File: config.mk
export PLATFORM = sky130hd
export DESIGN_NAME = osd_regaccess_burst
export DESIGN_NICKNAME = d
export VERILOG_FILES = /design/src/rtl/osd_regaccess_burst.sv
export SDC_FILE = /design/constraint.sdc
export NUM_CORES = 1
export LEC_CHECK = 0
export CORE_ASPECT_RATIO = 0.9
export CORE_UTILIZATION = 31
export DETAILED_ROUTE_END_ITERATION = 16
export DONT_BUFFER_PORTS = 1
export PLACE_DENSITY = 0.56
export SETUP_SLACK_MARGIN = 0.3
export SYNTH_ARGS = -nofsm -noshare
export SYNTH_HDL_FRONTEND = slang
export SYNTH_SLANG_ARGS = --single-unit
File: constraint.sdc
create_clock -name clk -period 3.6 [get_ports clk]
set_input_delay 1.08 -clock clk [delete_from_list [all_inputs] [get_ports clk]]
set_output_delay 1.08 -clock clk [all_outputs]
set_load 0.01 [all_outputs]
File: src/rtl/osd_regaccess_burst.sv
// Register-access endpoint for OSD debug modules. Parses DII register-access
// packets (single or burst, 16/32/64-bit values), serves the built-in registers
// locally, forwards all other addresses to the module register port, and
// returns a response packet. Flits are packed as {data[15:0], valid, last}.
module osd_regaccess_burst #(
  parameter logic [15:0] MODID        = 16'h0000,
  parameter logic [15:0] MODVERSION   = 16'h0000,
  parameter logic [15:0] MODVENDOR    = 16'h0000,
  parameter bit          CAN_STALL    = 1'b0,
  parameter int unsigned MAX_REG_SIZE = 16,
  parameter int unsigned MAX_BURST    = 8,
  parameter int unsigned REG_TIMEOUT  = 1024
) (
  input  logic                    clk,
  input  logic                    rst,
  input  logic [9:0]              id,
  input  logic [17:0]             debug_in,
  output logic                    debug_in_ready,
  output logic [17:0]             debug_out,
  input  logic                    debug_out_ready,
  output logic                    reg_request,
  output logic                    reg_write,
  output logic [15:0]             reg_addr,
  output logic [1:0]              reg_size,
  output logic [MAX_REG_SIZE-1:0] reg_wdata,
  input  logic                    reg_ack,
  input  logic                    reg_err,
  input  logic [MAX_REG_SIZE-1:0] reg_rdata,
  output logic                    stall
);

  typedef enum logic [3:0] {
    StIdle, StHdr, StAddr, StCount, StWdata, StAccess,
    StRespDest, StRespSrc, StRespData, StDrop
  } state_e;

  state_e      state_q, state_d;
  logic [9:0]  src_q, src_d;
  logic        burst_q, burst_d;
  logic        write_q, write_d;
  logic [1:0]  size_q, size_d;
  logic [15:0] addr_q, addr_d;
  logic [8:0]  count_q, count_d;      // registers requested (reads)
  logic [8:0]  reg_cnt_q, reg_cnt_d;  // registers completed so far
  logic [1:0]  wcnt_q, wcnt_d;        // word index within current value
  logic [63:0] data_q, data_d;        // writes: right-aligned; reads: left-aligned
  logic        error_q, error_d;
  logic        trunc_q, trunc_d;      // burst read aborted after first register
  logic        last_seen_q, last_seen_d;
  logic [31:0] tmo_q, tmo_d;
  logic        stall_q, stall_d;

  logic [15:0] in_data;
  logic        in_valid, in_last;
  logic [15:0] out_data;
  logic        out_valid, out_last;
  logic [1:0]  w_last;
  logic        size_ok, acc_local, acc_bad, acc_done, acc_fail, timeout_hit, cnt_bad;
  logic [15:0] loc_val;
  logic [63:0] rdata64, rd_aligned;

  assign {in_data, in_valid, in_last} = debug_in;
  assign debug_out = {out_data, out_valid, out_last};
  assign reg_write = write_q;
  assign reg_addr  = addr_q;
  assign reg_size  = size_q;
  assign reg_wdata = data_q[MAX_REG_SIZE-1:0];
  assign stall     = CAN_STALL ? stall_q : 1'b0;
  assign rdata64   = 64'(reg_rdata);

  // Value geometry, local register file and external read alignment
  always_comb begin
    unique case (size_q)
      2'b10:   w_last = 2'd1;
      2'b11:   w_last = 2'd3;
      default: w_last = 2'd0;
    endcase
    size_ok = (size_q == 2'b01) ||
              (size_q == 2'b10 && MAX_REG_SIZE >= 32) ||
              (size_q == 2'b11 && MAX_REG_SIZE >= 64);
    unique case (size_q)
      2'b10:   rd_aligned = rdata64 << 32;
      2'b11:   rd_aligned = rdata64;
      default: rd_aligned = rdata64 << 48;
    endcase
    case (addr_q[2:0])
      3'd0:    loc_val = MODID;
      3'd1:    loc_val = MODVERSION;
      3'd2:    loc_val = MODVENDOR;
      3'd3:    loc_val = {15'h0, stall_q};
      3'd4:    loc_val = 16'(MAX_REG_SIZE);
      default: loc_val = 16'h0000;
    endcase
    acc_local = (addr_q[15:9] == 7'h00);
    // Local regs are 16-bit only; only CS is writable, and only with command code 1
    acc_bad = !size_ok ||
              (acc_local && (size_q != 2'b01 || addr_q[8:0] > 9'd4 ||
               (write_q && (addr_q[8:0] != 9'd3 || !CAN_STALL || data_q[15:11] != 5'h01))));
    timeout_hit = (REG_TIMEOUT != 0) && (tmo_q == REG_TIMEOUT - 1);
  end

  // Packet parser, register access sequencer and response generator
  always_comb begin
    state_d     = state_q;
    src_d       = src_q;
    burst_d     = burst_q;
    write_d     = write_q;
    size_d      = size_q;
    addr_d      = addr_q;
    count_d     = count_q;
    reg_cnt_d   = reg_cnt_q;
    wcnt_d      = wcnt_q;
    data_d      = data_q;
    error_d     = error_q;
    trunc_d     = trunc_q;
    last_seen_d = last_seen_q;
    tmo_d       = tmo_q;
    stall_d     = stall_q;
    debug_in_ready = 1'b0;
    out_data    = 16'h0000;
    out_valid   = 1'b0;
    out_last    = 1'b0;
    reg_request = 1'b0;
    acc_done    = 1'b0;
    acc_fail    = 1'b0;
    cnt_bad     = (in_data == 16'h0000) || (32'(in_data) > MAX_BURST);

    unique case (state_q)
      StIdle: begin
        debug_in_ready = 1'b1;
        if (in_valid) begin
          error_d     = 1'b0;
          trunc_d     = 1'b0;
          reg_cnt_d   = 9'd0;
          wcnt_d      = 2'd0;
          tmo_d       = 32'd0;
          last_seen_d = 1'b0;
          count_d     = 9'd1;
          if (!in_last) state_d = StHdr;
        end
      end
      StHdr: begin
        debug_in_ready = 1'b1;
        if (in_valid) begin
          src_d   = in_data[9:0];
          size_d  = in_data[11:10];
          write_d = in_data[12];
          burst_d = in_data[13];
          if (in_last)                     state_d = StIdle;
          else if (in_data[15:14] != 2'b00) state_d = StDrop;
          else                             state_d = StAddr;
        end
      end
      StAddr: begin
        debug_in_ready = 1'b1;
        if (in_valid) begin
          addr_d = in_data;
          if (write_q || burst_q) begin
            // Writes need payload, burst reads need a count
            if (in_last) begin
              error_d = 1'b1;
              state_d = StRespDest;
            end else begin
              state_d = write_q ? StWdata : StCount;
            end
          end else if (in_last) begin
            state_d = StAccess;
          end else begin
            error_d = 1'b1;
            state_d = StWdata;
          end
        end
      end
      StCount: begin
        debug_in_ready = 1'b1;
        if (in_valid) begin
          count_d = in_data[8:0];
          if (cnt_bad || !in_last) error_d = 1'b1;
          if (!in_last)     state_d = StWdata;
          else if (cnt_bad) state_d = StRespDest;
          else              state_d = StAccess;
        end
      end
      StWdata: begin
        debug_in_ready = 1'b1;
        if (in_valid) begin
          if (error_q) begin
            // Drain the rest of the packet without touching registers
            if (in_last) state_d = StRespDest;
          end else begin
            data_d = (wcnt_q == 2'd0) ? {48'h0, in_data} : {data_q[47:0], in_data};
            if (wcnt_q == w_last) begin
              wcnt_d = 2'd0;
              if ((!burst_q && !in_last) || 32'(reg_cnt_q) >= MAX_BURST) begin
                error_d = 1'b1;
                if (in_last) state_d = StRespDest;
              end else begin
                last_seen_d = in_last;
                state_d     = StAccess;
              end
            end else begin
              wcnt_d = wcnt_q + 2'd1;
              if (in_last) begin
                error_d = 1'b1;
                state_d = StRespDest;
              end
            end
          end
        end
      end
      StAccess: begin
        if (acc_bad) begin
          acc_fail = 1'b1;
        end else if (acc_local) begin
          acc_done = 1'b1;
          if (write_q) stall_d = data_q[0];
          else         data_d  = {loc_val, 48'h0};
        end else begin
          reg_request = 1'b1;
          if (reg_err) begin
            acc_fail = 1'b1;
          end else if (reg_ack) begin
            acc_done = 1'b1;
            if (!write_q) data_d = rd_aligned;
          end else if (timeout_hit) begin
            acc_fail = 1'b1;
          end else begin
            tmo_d = tmo_q + 32'd1;
          end
        end
        if (acc_done || acc_fail) begin
          tmo_d  = 32'd0;
          wcnt_d = 2'd0;
          if (write_q)                state_d = last_seen_q ? StRespDest : StWdata;
          else if (reg_cnt_q == 9'd0) state_d = StRespDest;
          else begin
            state_d = StRespData;
            trunc_d = acc_fail;
          end
        end
        if (acc_done) begin
          addr_d    = addr_q + 16'd1;
          reg_cnt_d = reg_cnt_q + 9'd1;
        end
        if (acc_fail) error_d = 1'b1;
      end
      StRespDest: begin
        out_valid = 1'b1;
        out_data  = {6'h00, src_q};
        if (debug_out_ready) state_d = StRespSrc;
      end
      StRespSrc: begin
        out_valid = 1'b1;
        out_data  = {4'h0, write_q, error_q, id};
        out_last  = write_q || error_q;
        if (debug_out_ready) state_d = out_last ? StIdle : StRespData;
      end
      StRespData: begin
        out_valid = 1'b1;
        if (trunc_q) begin
          out_last = 1'b1;
          if (debug_out_ready) state_d = StIdle;
        end else begin
          out_data = data_q[63:48];
          out_last = (wcnt_q == w_last) && (reg_cnt_q == count_q);
          if (debug_out_ready) begin
            data_d = {data_q[47:0], 16'h0000};
            if (wcnt_q == w_last) begin
              wcnt_d  = 2'd0;
              state_d = out_last ? StIdle : StAccess;
            end else begin
              wcnt_d = wcnt_q + 2'd1;
            end
          end
        end
      end
      StDrop: begin
        debug_in_ready = 1'b1;
        if (in_valid && in_last) state_d = StIdle;
      end
      default: state_d = StIdle;
    endcase

    if (rst) begin
      debug_in_ready = 1'b0;
      out_valid      = 1'b0;
      reg_request    = 1'b0;
    end
  end

  // State registers with synchronous reset
  always_ff @(posedge clk) begin
    if (rst) begin
      state_q     <= StIdle;
      src_q       <= 10'h000;
      burst_q     <= 1'b0;
      write_q     <= 1'b0;
      size_q      <= 2'b00;
      addr_q      <= 16'h0000;
      count_q     <= 9'd0;
      reg_cnt_q   <= 9'd0;
      wcnt_q      <= 2'd0;
      data_q      <= 64'h0;
      error_q     <= 1'b0;
      trunc_q     <= 1'b0;
      last_seen_q <= 1'b0;
      tmo_q       <= 32'd0;
      stall_q     <= CAN_STALL;
    end else begin
      state_q     <= state_d;
      src_q       <= src_d;
      burst_q     <= burst_d;
      write_q     <= write_d;
      size_q      <= size_d;
      addr_q      <= addr_d;
      count_q     <= count_d;
      reg_cnt_q   <= reg_cnt_d;
      wcnt_q      <= wcnt_d;
      data_q      <= data_d;
      error_q     <= error_d;
      trunc_q     <= trunc_d;
      last_seen_q <= last_seen_d;
      tmo_q       <= tmo_d;
      stall_q     <= stall_d;
    end
  end

endmodule
==> out/metrics.cfg, run 1 <==
[run_status]
result_of_the_run = completed

[worst_setup_path]
worst-path-max-fanout = 7
path_cells = xnor2_1, a31oi_1, nor4_2, o21ai_0, o31ai_1
critical_path.max_stage_delay_ns = 0.49
critPathTopFamily = compound AO/OA/AOI/OAI gates
worstSetupEndpointType = output pin
critical_path.slowest_cell = dfxtp_2
critical_path_buf_inv_count = 0
critPathArrivalTime_ns = 2.13
timing_worst_setup_path_type = flip-flop to output pin
worst_ep_required_time_ns = 2.52
cp-start-kind = flip-flop

[cts]
cts_buffers = 17
tritoncts_clock_tree = built
insertion_delay_ns = 0.43
tritoncts_num_sinks = 154
clk_path_buf_depth = 2
cts_clock_pin_slew_for_the_worst_setup_and_hold_paths_ns = 0.07
h-tree-depth = 4
cts_root_buf = clkbuf_16

[global_routing]
wire_length_of_the_first_global_routing_pass_mm = 45.7
grt_pass1_vias = 7333
maximum_number_of_pins_on_one_net_before_global_route_repair = 136
grt.total_usage_pct = 20.8
antenna_found_initial = 0
grt_overflow_total = 0

[routing]
routed_wl_mm = 29.7
m1WireLength_mm = 14.2
routed-via-count = 8270
topRoutingLayerUsed = met4
final_antenna_net_count = 0
avgViaCountPerCell = 5.91
routed-wl-met2_mm = 12.1
route.detailed.wl_per_inst_um = 21.2
drt_pass1_iterations = 6
number_of_drc_violations_after_detailed_routing = 0
met3_wirelength_from_detailed_routing_mm = 2.80
dr.first_iter.drc_count = 975

[placed_design]
routabilityCongestion = 0.880
place_hpwl_mm = 20.5
placedCellCount = 1366
portBuffers = 0

[pwr]
power.density_nw_per_um2 = 660
power.static_leakage_nw = 3.01
max-vdd-ir-drop_uv = 392

[finish]
multi_input_area_um2 = 4820
area_growth_syn_to_layout_pct = 9.07
layout.cells.non_filler = 1399
most-common-layout-cells = 152 x dfxtp_1, 141 x a21oi_1, 103 x nand2_1, 65 x nor2_1, 59 x a22oi_1
total_nets_final = 1088
insertedDiodeCount = 0
most_common_cell_after_layout_fill_and_taps_aside = dfxtp_1
fillers = 2804
drive_gt1_share_pct = 8.52
seq_area_um2 = 3090

[logic_synthesis]
synth_nets = 1146
synth-seq-area-share_pct = 36.1
synth_edf_count = 0
synthesized_flop_and_latch_total = 154
synth_cells = 1090
asyncSetResetFlopFracSynth_pct = 0
synthesis.area_per_instance_um2 = 7.84
yosys_warnings = 0
synth_ff_type = dfxtp_1
synth_cell_types = 75
synthesis.area_um2 = 8540

[timing]
final.setup_skew_ns = 0.0115
fmax_mhz = 311
timing_max_transition_violations_final = 0
worst-slew-pin-transition_ns = 0.848
report.final.setup_viol = 0
min_period_ns = 3.21
hold_slack_ns = 0.454
setup_total_negative_slack_ns = 0
finalHoldViolCount = 0
max-slew-margin-rel_pct = 42.9
grt_setup_unrepaired = no
fin_crit_sh_pct = 89.3

[flow_run]
cap_viol_max_count = 0

[floorplan]
core.rowCount = 57
die_h_um = 159
core_area_um2 = 27000
floorplan.die_area_um2 = 28200
ios = 105
die_x_um = 177
initial_utilization_pct = 31.6

[worst_hold_path]
timing.hold.worst.class = flip-flop to flip-flop

## report_power, final
group          leakage [nW]  total (mW)  internal (mW)  switching, mW
logic                  1.48        2.17          0.768           1.40
registers              1.25        2.21           1.95          0.254
clock network         0.280        1.77          0.927          0.843
## path summary, 6_finish.rpt
check                from            to  slack (ns)  depth (start not counted)
max           reg_size[0]  debug_out[0]        0.39                          5
min              src_q[0]      src_q[0]        0.45                          2
max reg2reg  reg_addr[15]     wcnt_q[1]        0.72                          7
min reg2reg      src_q[0]      src_q[0]        0.45                          2
## cell usage after synthesis, types with 11 or more instances
master | instances | area, um^2
a211oi_1 | 53 | 398
a21oi_1 | 141 | 706
a22oi_1 | 59 | 443
a31oi_1 | 18 | 113
and3_1 | 15 | 93.8
buf_2 | 25 | 125
buf_4 | 24 | 180
clkbuf_1 | 49 | 184
dfxtp_1 | 154 | 3080
inv_1 | 29 | 109
nand2_1 | 103 | 387
nand2b_1 | 11 | 68.8
nand3_1 | 37 | 185
nand4_1 | 30 | 188
nor2_1 | 66 | 248
nor3_1 | 21 | 105
nor4_1 | 17 | 106
o21ai_0 | 49 | 245
o31ai_1 | 15 | 113
or3_1 | 11 | 68.8
xnor2_1 | 11 | 96.3
## state kept, by name (all words and copies together), names as in the netlist
| signal | count |
|---|---|
| state_q | 4 |
| count_q | 9 |
| stall_q | 1 |
| reg_write | 1 |
| reg_cnt_q | 9 |
| tmo_q | 32 |
| burst_q | 1 |
| trunc_q | 1 |
| data_q | 64 |
| error_q | 1 |
| last_seen_q | 1 |
| reg_addr | 16 |
| wcnt_q | 2 |
| reg_size | 2 |
| src_q | 10 |
## tightest hold or removal path: stages, from the launching register on
cell,delay [ns]
dfxtp_1,0.31
nand2_1,0.05
a21oi_1,0.05
## cell families after synthesis
group                      after synthesis  share of synthesized area (%)
AOI/OAI and AO/OA                      397                           29.8
and+or+nand+nor                        373                           23.1
DFF                                    154                           36.1
buffers and inverters                  138                           7.78
xor gates and xnor gates                15                           1.54
adders and majority gates                7                           1.03
muxes                                    5                          0.601
other                                    1                         0.0439
## routing by layer
layer | track usage [%] | vias to the layer above
met1 | 31.2 | 3993
li1 | - | 3951
met5 | 0 | -
met3 | 6.69 | 33
met2 | 27.3 | 293
met4 | 6.66 | 0
## area by class of cell
class / instances / share of cell area [%]
Multi-Input combinational cell: 798 / 51.8
Sequential cell: 154 / 33.1
Tap cell: 354 / 4.75
Clock buffer: 18 / 4.61
Timing Repair Buffer: 32 / 2.98
Clock inverter: 14 / 1.57
Inverter: 29 / 1.17
## metrics by stage
step	worst slack (ns)	util, %	power [mW]	cell area (um^2)
3_5_place_dp	0.503	32.3	4.37	8720
4_1_cts	0.358	34.4	6.15	9310
5_1_grt	0.306	34.5	6.49	9320
2_1_floorplan	0.416	-	3.88	8540
3_3_place_gp	0.471	32.3	4.35	8720
6_report	0.386	34.5	6.15	9320
## what timing repair did
action,4_1_cts,5_1_grt
resized for setup,4,0
setup buffers,0,1
hold buffers,0,0
hold endpoints to repair,0,0
pin swaps,0,1
setup endpoints to repair,3,1
No activity file was read; power rests on OpenSTA's default activity.
==> inputs of run 2 (changes only) <==
- ABC_AREA: not set -> 1
==> out/metrics.cfg, run 2 <==
[run_status]
result_of_the_run = completed

[timing]
worst-slew-pin-transition_ns = 1.08
timing_max_transition_violations_final = 0
finalHoldViolCount = 0
min_period_ns = 3.19
hold_slack_ns = 0.429
report.final.setup_viol = 0
fmax_mhz = 313
setup_total_negative_slack_ns = 0
fin_crit_sh_pct = 88.7
final.setup_skew_ns = 0.0171
grt_setup_unrepaired = no
max-slew-margin-rel_pct = 27.8

[finish]
flip_flop_count_of_the_largest_register_all_copies_and_words_added = 64
fillers = 3428
insertedDiodeCount = 0
most_common_cell_after_layout_fill_and_taps_aside = nand2_1
drive_gt1_share_pct = 4.66
layout.cells.non_filler = 1996
total_nets_final = 1630
largest_register = data_q
area_growth_syn_to_layout_pct = 8.15
most-common-layout-cells = 438 x nand2_1, 278 x nor2_1, 166 x inv_1, 154 x dfxtp_1, 118 x nand3_1
postLayoutCellArea_um2 = 10600

[cts]
cts_hold_repair.buffers = 0
cts_root_buf = clkbuf_16
cts_clock_pin_slew_for_the_worst_setup_and_hold_paths_ns = 0.08
clk_path_buf_depth = 2
insertion_delay_ns = 0.46
h-tree-depth = 4
tritoncts_clock_tree = built
post_cts.repair.setup_buffers = 0
cts_buffers = 17
tritoncts_num_sinks = 154

[worst_hold_path]
timing.hold.worst.class = flip-flop to flip-flop

[floorplan]
die_x_um = 190
die_h_um = 171
ios = 105
floorplan.die_area_um2 = 32400
core_area_um2 = 31100
initial_utilization_pct = 31.6
core.rowCount = 61

[global_routing]
maximum_number_of_pins_on_one_net_before_global_route_repair = 98
grt_pass1_vias = 9130
antenna_found_initial = 0
wire_length_of_the_first_global_routing_pass_mm = 53.0
grt.total_usage_pct = 21.3
grt_overflow_total = 0

[logic_synthesis]
synthesis.area_per_instance_um2 = 6.01
asyncSetResetFlopFracSynth_pct = 0
synth-seq-area-share_pct = 31.4
synth.area.top_cells = dfxtp_1 31%, nand2_1 17%, nor2_1 11%, inv_1 6.3%, nand3_1 6.0%
synth_most_common_cell = nand2_1
yosys_warnings = 0
synthesized_flop_and_latch_total = 154
netlist.area_leader.share_pct = 31.4
synth_cells = 1637
synth_commonest_cells = 439 x nand2_1, 280 x nor2_1, 166 x inv_1
synth_ff_type = dfxtp_1
netlist.top_cell.by_area = dfxtp_1
synth_cell_types = 34
synthesis.area_um2 = 9830
synth_nets = 1693
synth_edf_count = 0

[routing]
drt_pass1_iterations = 5
final_antenna_net_count = 0
number_of_drc_violations_after_detailed_routing = 0
dr.first_iter.drc_count = 974
routed_wl_mm = 34.3
avgViaCountPerCell = 5.08
route.detailed.wl_per_inst_um = 17.2
routed-via-count = 10130

[worst_setup_path]
critical_path.max_stage_delay_ns = 0.63
critPathArrivalTime_ns = 2.11
worstSetupEndpointType = output pin
critical_path_buf_inv_count = 2
cp-start-kind = flip-flop
path_cells = nand2_1, nor2_1, buf_4, inv_1, o21ai_0
critPathTopFamily = compound AO/OA/AOI/OAI gates
worst-path-max-fanout = 13
worst_ep_required_time_ns = 2.52
critical_path.slowest_cell = o21ai_0
timing_worst_setup_path_type = flip-flop to output pin

[placed_design]
placedCellCount = 1964
routabilityCongestion = 0.969
portBuffers = 0
place_hpwl_mm = 24.9
dpl-instance-area_um2 = 10000

[pwr]
post-layout-total-power_mw = 4.64
max-vdd-ir-drop_uv = 356
power.static_leakage_nw = 4.04
power.density_nw_per_um2 = 437

[flow_run]
cap_viol_max_count = 0

==> run 2: power breakdown <==
group / switching [mW] / total (mW) / internal (mW)
registers: 0.0912 / 1.90 / 1.81
logic: 0.567 / 0.805 / 0.238
clock network: 0.830 / 1.94 / 1.11
==> run 2: through the flow <==
stage,util (%),setup WS (ns)
6_report,34.2,0.406
5_1_grt,34.2,0.329
4_1_cts,34.2,0.395
3_5_place_dp,32.2,0.608
3_3_place_gp,32.2,0.717
2_1_floorplan,-,0.686
==> run 2: repair_timing <==
action,CTS,global route
cloned,0,0
endpoints found under the hold margin,0,0
resized for setup,1,4
endpoints found under the setup margin,1,12
==> run 2: metal layers <==
layer / wire [um] / GRT usage (%) / vias to the layer above
li1: - / - / 5104
met1: 16300 / 29.3 / 4633
met2: 14200 / 31.0 / 345
met3: 2780 / 5.91 / 48
met4: 1000 / 8.52 / 0
met5: 0 / 0 / -
==> run 2: final cells by class <==
type	count	area, um^2	area share, %
inverters	176	663	6.24
flip-flops and latches	154	3080	29.0
repair buffers	20	188	1.77
clock buffers	18	429	4.04
multi-input cells	1205	5570	52.4
clock inverters	14	186	1.75
well taps	409	512	4.81
==> run 2: path summary, 6_finish.rpt <==
| path | from | endpoint | slack [ns] | cells past startpoint |
|---|---|---|---|---|
| worst max-delay path | state_q[1] | debug_out[12] | 0.41 | 5 |
| worst max register to register | state_q[0] | reg_addr[11] | 0.79 | 9 |
| worst min register to register | stall_q | stall_q | 0.43 | 2 |
| worst min-delay path | stall_q | stall_q | 0.43 | 2 |
==> run 2: cells by family after synthesis <==
group	share of synthesized area, %
adders and majority gates	0.891
buffers and inverters	12.3
other	0.0381
DFF	31.4
and+or+nand+nor	42.1
xor gates and xnor gates	2.76
AOI/OAI and AO/OA	10.5
==> run 2: worst register-to-register path, cell delays in order, from the launching register on <==
cell,delay [ns]
dfxtp_1,0.39
inv_2,0.09
nor2_4,0.12
nand2_1,0.38
inv_4,0.46
nand2_2,0.22
nand2_1,0.41
inv_1,0.32
o21ai_0,0.23
nor2_1,0.07
==> inputs of run 3 (changes only) <==
- CAP_MARGIN: not set -> 20
==> results of run 3 <==
Same layout as run 2: the final DEF is identical, and so are final timing and power.
